<file path="src/rtl/cnn_line_buffer_5x5.sv">
// cnn_line_buffer_5x5
//   Turns a raster-scan pixel stream into KX x KY sliding windows for a
//   valid (no-padding) convolution. One window is emitted per accepted pixel
//   once the window lies fully inside the image. There is no backpressure.
//
// Ports
//   clk              clock, all logic on the rising edge
//   reset            synchronous, active-high reset
//   i_in_valid       i_in_pixel is valid this cycle (gaps allowed)
//   i_in_pixel       pixel in raster order (row-major)
//   o_ot_valid       o_ot_window valid, one cycle per window
//   o_ot_window      packed window, element r*KX+c at [(r*KX+c)*I_F_BW +: I_F_BW]
//                    r=0 oldest row, c=0 oldest column
//   o_ot_frame_done  one-cycle pulse after the last pixel of a frame is accepted
module cnn_line_buffer_5x5 #(
  parameter int unsigned IMG_W  = 28,
  parameter int unsigned IMG_H  = 28,
  parameter int unsigned KX     = 5,
  parameter int unsigned KY     = 5,
  parameter int unsigned I_F_BW = 8
) (
  input  logic                       clk,
  input  logic                       reset,
  input  logic                       i_in_valid,
  input  logic [I_F_BW-1:0]          i_in_pixel,
  output logic                       o_ot_valid,
  output logic [KX*KY*I_F_BW-1:0]    o_ot_window,
  output logic                       o_ot_frame_done
);

  localparam int unsigned CW = (IMG_W > 1) ? $clog2(IMG_W) : 1;
  localparam int unsigned RW = (IMG_H > 1) ? $clog2(IMG_H) : 1;

  localparam logic [CW-1:0] ColLast = CW'(IMG_W - 1);
  localparam logic [RW-1:0] RowLast = RW'(IMG_H - 1);
  localparam logic [CW-1:0] ColWin  = CW'(KX - 1);
  localparam logic [RW-1:0] RowWin  = RW'(KY - 1);

  // lb_q[0] holds the previous line, lb_q[KY-2] the oldest one.
  logic [I_F_BW-1:0]       lb_q [KY-1][IMG_W];

  logic [CW-1:0]           col_q;
  logic [RW-1:0]           row_q;
  logic [KX*KY*I_F_BW-1:0] window_q, window_d;
  logic                    valid_q;
  logic                    frame_done_q;

  logic [I_F_BW-1:0]       new_col [KY];
  logic                    col_last, row_last, in_window;

  assign col_last  = (col_q == ColLast);
  assign row_last  = (row_q == RowLast);
  assign in_window = (col_q >= ColWin) && (row_q >= RowWin);

  // Column entering the window: oldest line on top, live pixel at the bottom.
  always_comb begin
    new_col[KY-1] = i_in_pixel;
    for (int r = 0; r < int'(KY) - 1; r++) begin
      new_col[r] = lb_q[int'(KY) - 2 - r][col_q];
    end
  end

  // Shift every row one column towards c=0 and insert the new column at c=KX-1.
  always_comb begin
    window_d = window_q;
    for (int r = 0; r < int'(KY); r++) begin
      for (int c = 0; c < int'(KX); c++) begin
        if (c < int'(KX) - 1) begin
          window_d[(r*KX + c)*I_F_BW +: I_F_BW] = window_q[(r*KX + c + 1)*I_F_BW +: I_F_BW];
        end else begin
          window_d[(r*KX + c)*I_F_BW +: I_F_BW] = new_col[r];
        end
      end
    end
  end

  // Line memories carry no reset; their contents are never emitted before
  // KY-1 full lines of the current frame have overwritten them.
  always_ff @(posedge clk) begin
    if (!reset && i_in_valid) begin
      lb_q[0][col_q] <= i_in_pixel;
      for (int k = 1; k < int'(KY) - 1; k++) begin
        lb_q[k][col_q] <= lb_q[k-1][col_q];
      end
    end
  end

  always_ff @(posedge clk) begin
    if (reset) begin
      col_q        <= '0;
      row_q        <= '0;
      window_q     <= '0;
      valid_q      <= 1'b0;
      frame_done_q <= 1'b0;
    end else begin
      valid_q      <= 1'b0;
      frame_done_q <= 1'b0;
      if (i_in_valid) begin
        window_q     <= window_d;
        valid_q      <= in_window;
        frame_done_q <= col_last && row_last;
        if (col_last) begin
          col_q <= '0;
          row_q <= row_last ? '0 : row_q + 1'b1;
        end else begin
          col_q <= col_q + 1'b1;
        end
      end
    end
  end

  assign o_ot_valid      = valid_q;
  assign o_ot_window     = window_q;
  assign o_ot_frame_done = frame_done_q;

endmodule
</file>
<file path="config.mk">
export PLATFORM = sky130hd
export DESIGN_NAME = cnn_line_buffer_5x5
export DESIGN_NICKNAME = d
export VERILOG_FILES = /design/src/rtl/cnn_line_buffer_5x5.sv
export SDC_FILE = /design/constraint.sdc
export NUM_CORES = 1
export LEC_CHECK = 0
export BUFFER_PORTS_ARGS = -buffer_cell sky130_fd_sc_hd__buf_2
export CAP_MARGIN = 10
export CORE_MARGIN = 4
export CORE_UTILIZATION = 53
export CTS_CLUSTER_DIAMETER = 200
export DETAILED_ROUTE_END_ITERATION = 12
export GPL_ROUTABILITY_DRIVEN = 1
export GPL_TIMING_DRIVEN = 0
export HOLD_SLACK_MARGIN = 0.08
export PLACE_DENSITY = 0.73
export SYNTH_ARGS = -nofsm -noshare
export SYNTH_HDL_FRONTEND = slang
export SYNTH_SLANG_ARGS = --single-unit
</file>
<file path="constraint.sdc">
create_clock -name clk -period 3.2 [get_ports clk]
set_clock_uncertainty 0.1 [all_clocks]
set_input_delay 0 -clock clk [delete_from_list [all_inputs] [get_ports clk]]
set_output_delay 0 -clock clk [all_outputs]
set_load 0.05 [all_outputs]
</file>
==> impl_metrics.json <==
{
  "placed_area_um2": 45380,
  "syn_area_per_cell_um2": 18.21,
  "synth_edf_count": 896,
  "yosysTopAreaCell": "edfxtp_1",
  "cp.depth": 7,
  "setup_slack_ns": -0.05187,
  "final_util": 0.6417,
  "cpMaxStageDelayCell": "dfxtp_1",
  "dp.cells": 3590,
  "rrSetupSlack_ns": -0.05,
  "hold_path_startpoint": "i_in_valid",
  "power.leakage_nw": 17.41,
  "yosysMostFrequentCell": "edfxtp_1",
  "period_needed_ns": 3.252,
  "critPathArrivalTime_ns": 3.49,
  "grt_pass1_wl_mm": 173.1,
  "ctsHtreeMaxLevel": 3,
  "yosys-top-cells-count": "edfxtp_1, mux2i_1, nor2_1, dfxtp_1, mux4_2",
  "ys_top_cells_by_area": "edfxtp_1, dfxtp_1, mux4_2",
  "yosys_register_bits": 1108,
  "ys_warn_count": 0,
  "critPathTopFamily": "buffers and inverters",
  "drt-pass1-iter-count": 6,
  "wl_per_cell_um": 31.79,
  "ys_types": 59,
  "rr_startpoint": "col_q[3]",
  "rows": 102,
  "clkTransAtPathRegs_ns": 0.06,
  "dp_hpwl_mm": 77.39,
  "fin_nets": 2745,
  "final_area_um2": 50040,
  "path_buf_inv": 5,
  "hp-class": "in2reg",
  "cts_buffers": 104,
  "antenna_found_initial": 4,
  "grt_pass1_vias": 24470,
  "maxSlewViolCount": 0,
  "die-width_um": 289.4,
  "max_stage_delay_ns": 0.41,
  "synthArstFlopShare": 0,
  "cts_root_buf": "clkbuf_16",
  "finalHoldViolCount": 0,
  "die_h_um": 289.4,
  "peakVddDrop_v": 0.0004315,
  "wl_mm": 122.6,
  "drive_above_1_share": 0.2901,
  "drc": 0,
  "max_cap_viol_count": 0,
  "cp_max_fo": 19,
  "finalSetupViolCount": 54,
  "port_buffers": 210,
  "dp_slack_ns": -0.8068,
  "insertion_delay_ns": 0.68,
  "cp_cell_sequence": "buf_2 > buf_4 > clkbuf_2 > buf_2 > nand2_1 > nor2_4 > buf_12",
  "r2r_cells": 7,
  "critPathKind": "reg2reg",
  "status": "complete, but fails checks",
  "worstMarginPinSlew_ns": 1.052,
  "fin_crit_sh": 1.016,
  "ios": 213,
  "core_um2": 77980,
  "grt_usage": 0.2904,
  "violations": "negative setup slack",
  "antenna_left": 0,
  "instances_no_fill": 3857,
  "power_density_nw_per_um2": 630.4,
  "rsz0062_at_grt": "false",
  "netlist_area_um2": 41970,
  "synth_top_area_share": 0.6411,
  "min_path_cells": 4,
  "grt_max_degree": 30,
  "syn-instance-count": 2305,
  "seq_area_frac_synth": 0.7422,
  "endpoint_kind": "flop",
  "cp_common_cell": "buf_2",
  "grt_overflow": 0,
  "synth_nets": 2323,
  "max_freq_mhz": 307.5,
  "gp_congestion": 0.8831,
  "clock-sinks": 1108,
  "timing.rr.end": "lb_q[0][112]",
  "critPathLaunchType": "flop",
  "num_vias": 24530,
  "initial_core_util": 0.5382,
  "slew-limit-headroom": 0.2960,
  "via_per_inst": 6.359,
  "ys.flop_type": "edfxtp_1",
  "cts_buffer_depth": 3,
  "die_area_um2": 83760,
  "whs_ns": 0.2138,
  "first_iter_violations": 3331,
  "cts_tree": "built",
  "crit_required_ns": 3.44,
  "min_to": "o_ot_window[117]",
  "syn2layout_area_growth_pct": 19.23
}
[flip-flops by register name, summed over array words and instances, names as in the netlist]
signal and flops:
col_q 5, lb_q 896, o_ot_frame_done 1, o_ot_valid 1, o_ot_window 200, row_q 5
[cells in the final DEF (no fill, tap or decap), drive strengths merged, types with 5 or more instances in the layout]
cell type / netlist / routed
dlygate4sd3: 0 / 10
edfxtp: 896 / 896
nand3: 22 / 23
o211ai: 7 / 7
clkbuf: 43 / 183
nor2b: 8 / 8
buf: 89 / 385
o21ai: 10 / 10
a21o: 6 / 6
mux2: 8 / 8
a311oi: 13 / 13
nor3: 8 / 8
a31oi: 8 / 8
clkinv: 1 / 37
a22oi: 80 / 80
a221oi: 6 / 6
a22o: 16 / 16
ha: 7 / 7
dfxtp: 212 / 212
clkinvlp: 0 / 13
and2: 8 / 8
nand4: 6 / 6
nor2: 249 / 251
mux4: 169 / 169
a211oi: 5 / 5
mux2i: 285 / 285
a21oi: 13 / 13
bufinv: 0 / 12
nand2: 78 / 79
inv: 8 / 7
[layer usage]
metal / vias to the layer above / wire length, um / GRT usage
li1: 9934 / - / -
met1: 12260 / 41960 / 0.3723
met2: 1933 / 57500 / 0.4640
met3: 399 / 16160 / 0.07435
met4: 4 / 6968 / 0.1467
met5: - / 20 / 0
[power by group]
group	internal [mW]	total [mW]	switching (mW)
combinational	0.898	2.78	1.88
sequential	16.0	16.1	0.133
clock	7.38	12.6	5.26
[cell type report]
| type | count | area, um2 |
|---|---|---|
| flip-flops and latches | 1108 | 31150 |
| clock buffers | 138 | 2918 |
| clock inverters | 57 | 618.1 |
| inverters | 9 | 46.29 |
| plain buffers | 132 | 865.8 |
| well taps | 1040 | 1301 |
| fillers | 5081 | 27940 |
| repair buffers | 309 | 2704 |
| repair inverters | 3 | 22.52 |
| multi-input cells | 1060 | 10410 |
| diodes | 1 | 2.502 |
[worst register-to-register path, cell delays in order (launching register included)]
cell      delay [ns]
dfxtp_1         0.41
buf_2           0.34
buf_4           0.35
clkbuf_2        0.41
buf_2           0.36
nand2_1         0.34
nor2_4          0.34
buf_12          0.25
[stage by stage]
step | TNS [ns] | total power [mW]
after floorplan | -0.02085 | 18.06
after global placement | -2572.39 | 18.87
after detailed placement | -689.01 | 19.01
after CTS | 0 | 31.51
after global routing | 0 | 32.38
final | -1.028 | 31.55
[what timing repair did]
item	CTS	global route
hold buffers	10	0
endpoints found under the hold margin	243	0
setup endpoints to repair	1445	601
gates cloned	6	1
gates resized for setup	54	19
buffers inserted	49	4
pin swaps	27	5
[how the worst max path moves through the flow]
stage	from	to	slack [ns]
global placement	col_q[4]	lb_q[1][35]	-2.88
finish	col_q[3]	lb_q[0][112]	-0.05
detailed placement	i_in_valid	lb_q[1][35]	-0.81
floorplan	col_q[3]	lb_q[0][0]	-0.0002
CTS	col_q[2]	lb_q[0][77]	0.01
global route	col_q[1]	lb_q[2][166]	0.01
[cells by family (layout without fill, tap and decap cells)]
| logic type | Yosys count | after routing | synth area share |
|---|---|---|---|
| and+or+nand+nor | 398 | 402 | 0.03953 |
| other | 0 | 1 | 0 |
| AOI/OAI and AO/OA | 182 | 182 | 0.03258 |
| adders and majority gates | 7 | 7 | 0.002087 |
| buffers and inverters | 141 | 648 | 0.02090 |
| muxes | 462 | 462 | 0.1613 |
| xor gates and xnor gates | 7 | 7 | 0.001461 |
| DFF | 1108 | 1108 | 0.7422 |
No activity file was read; power rests on OpenSTA's default activity.
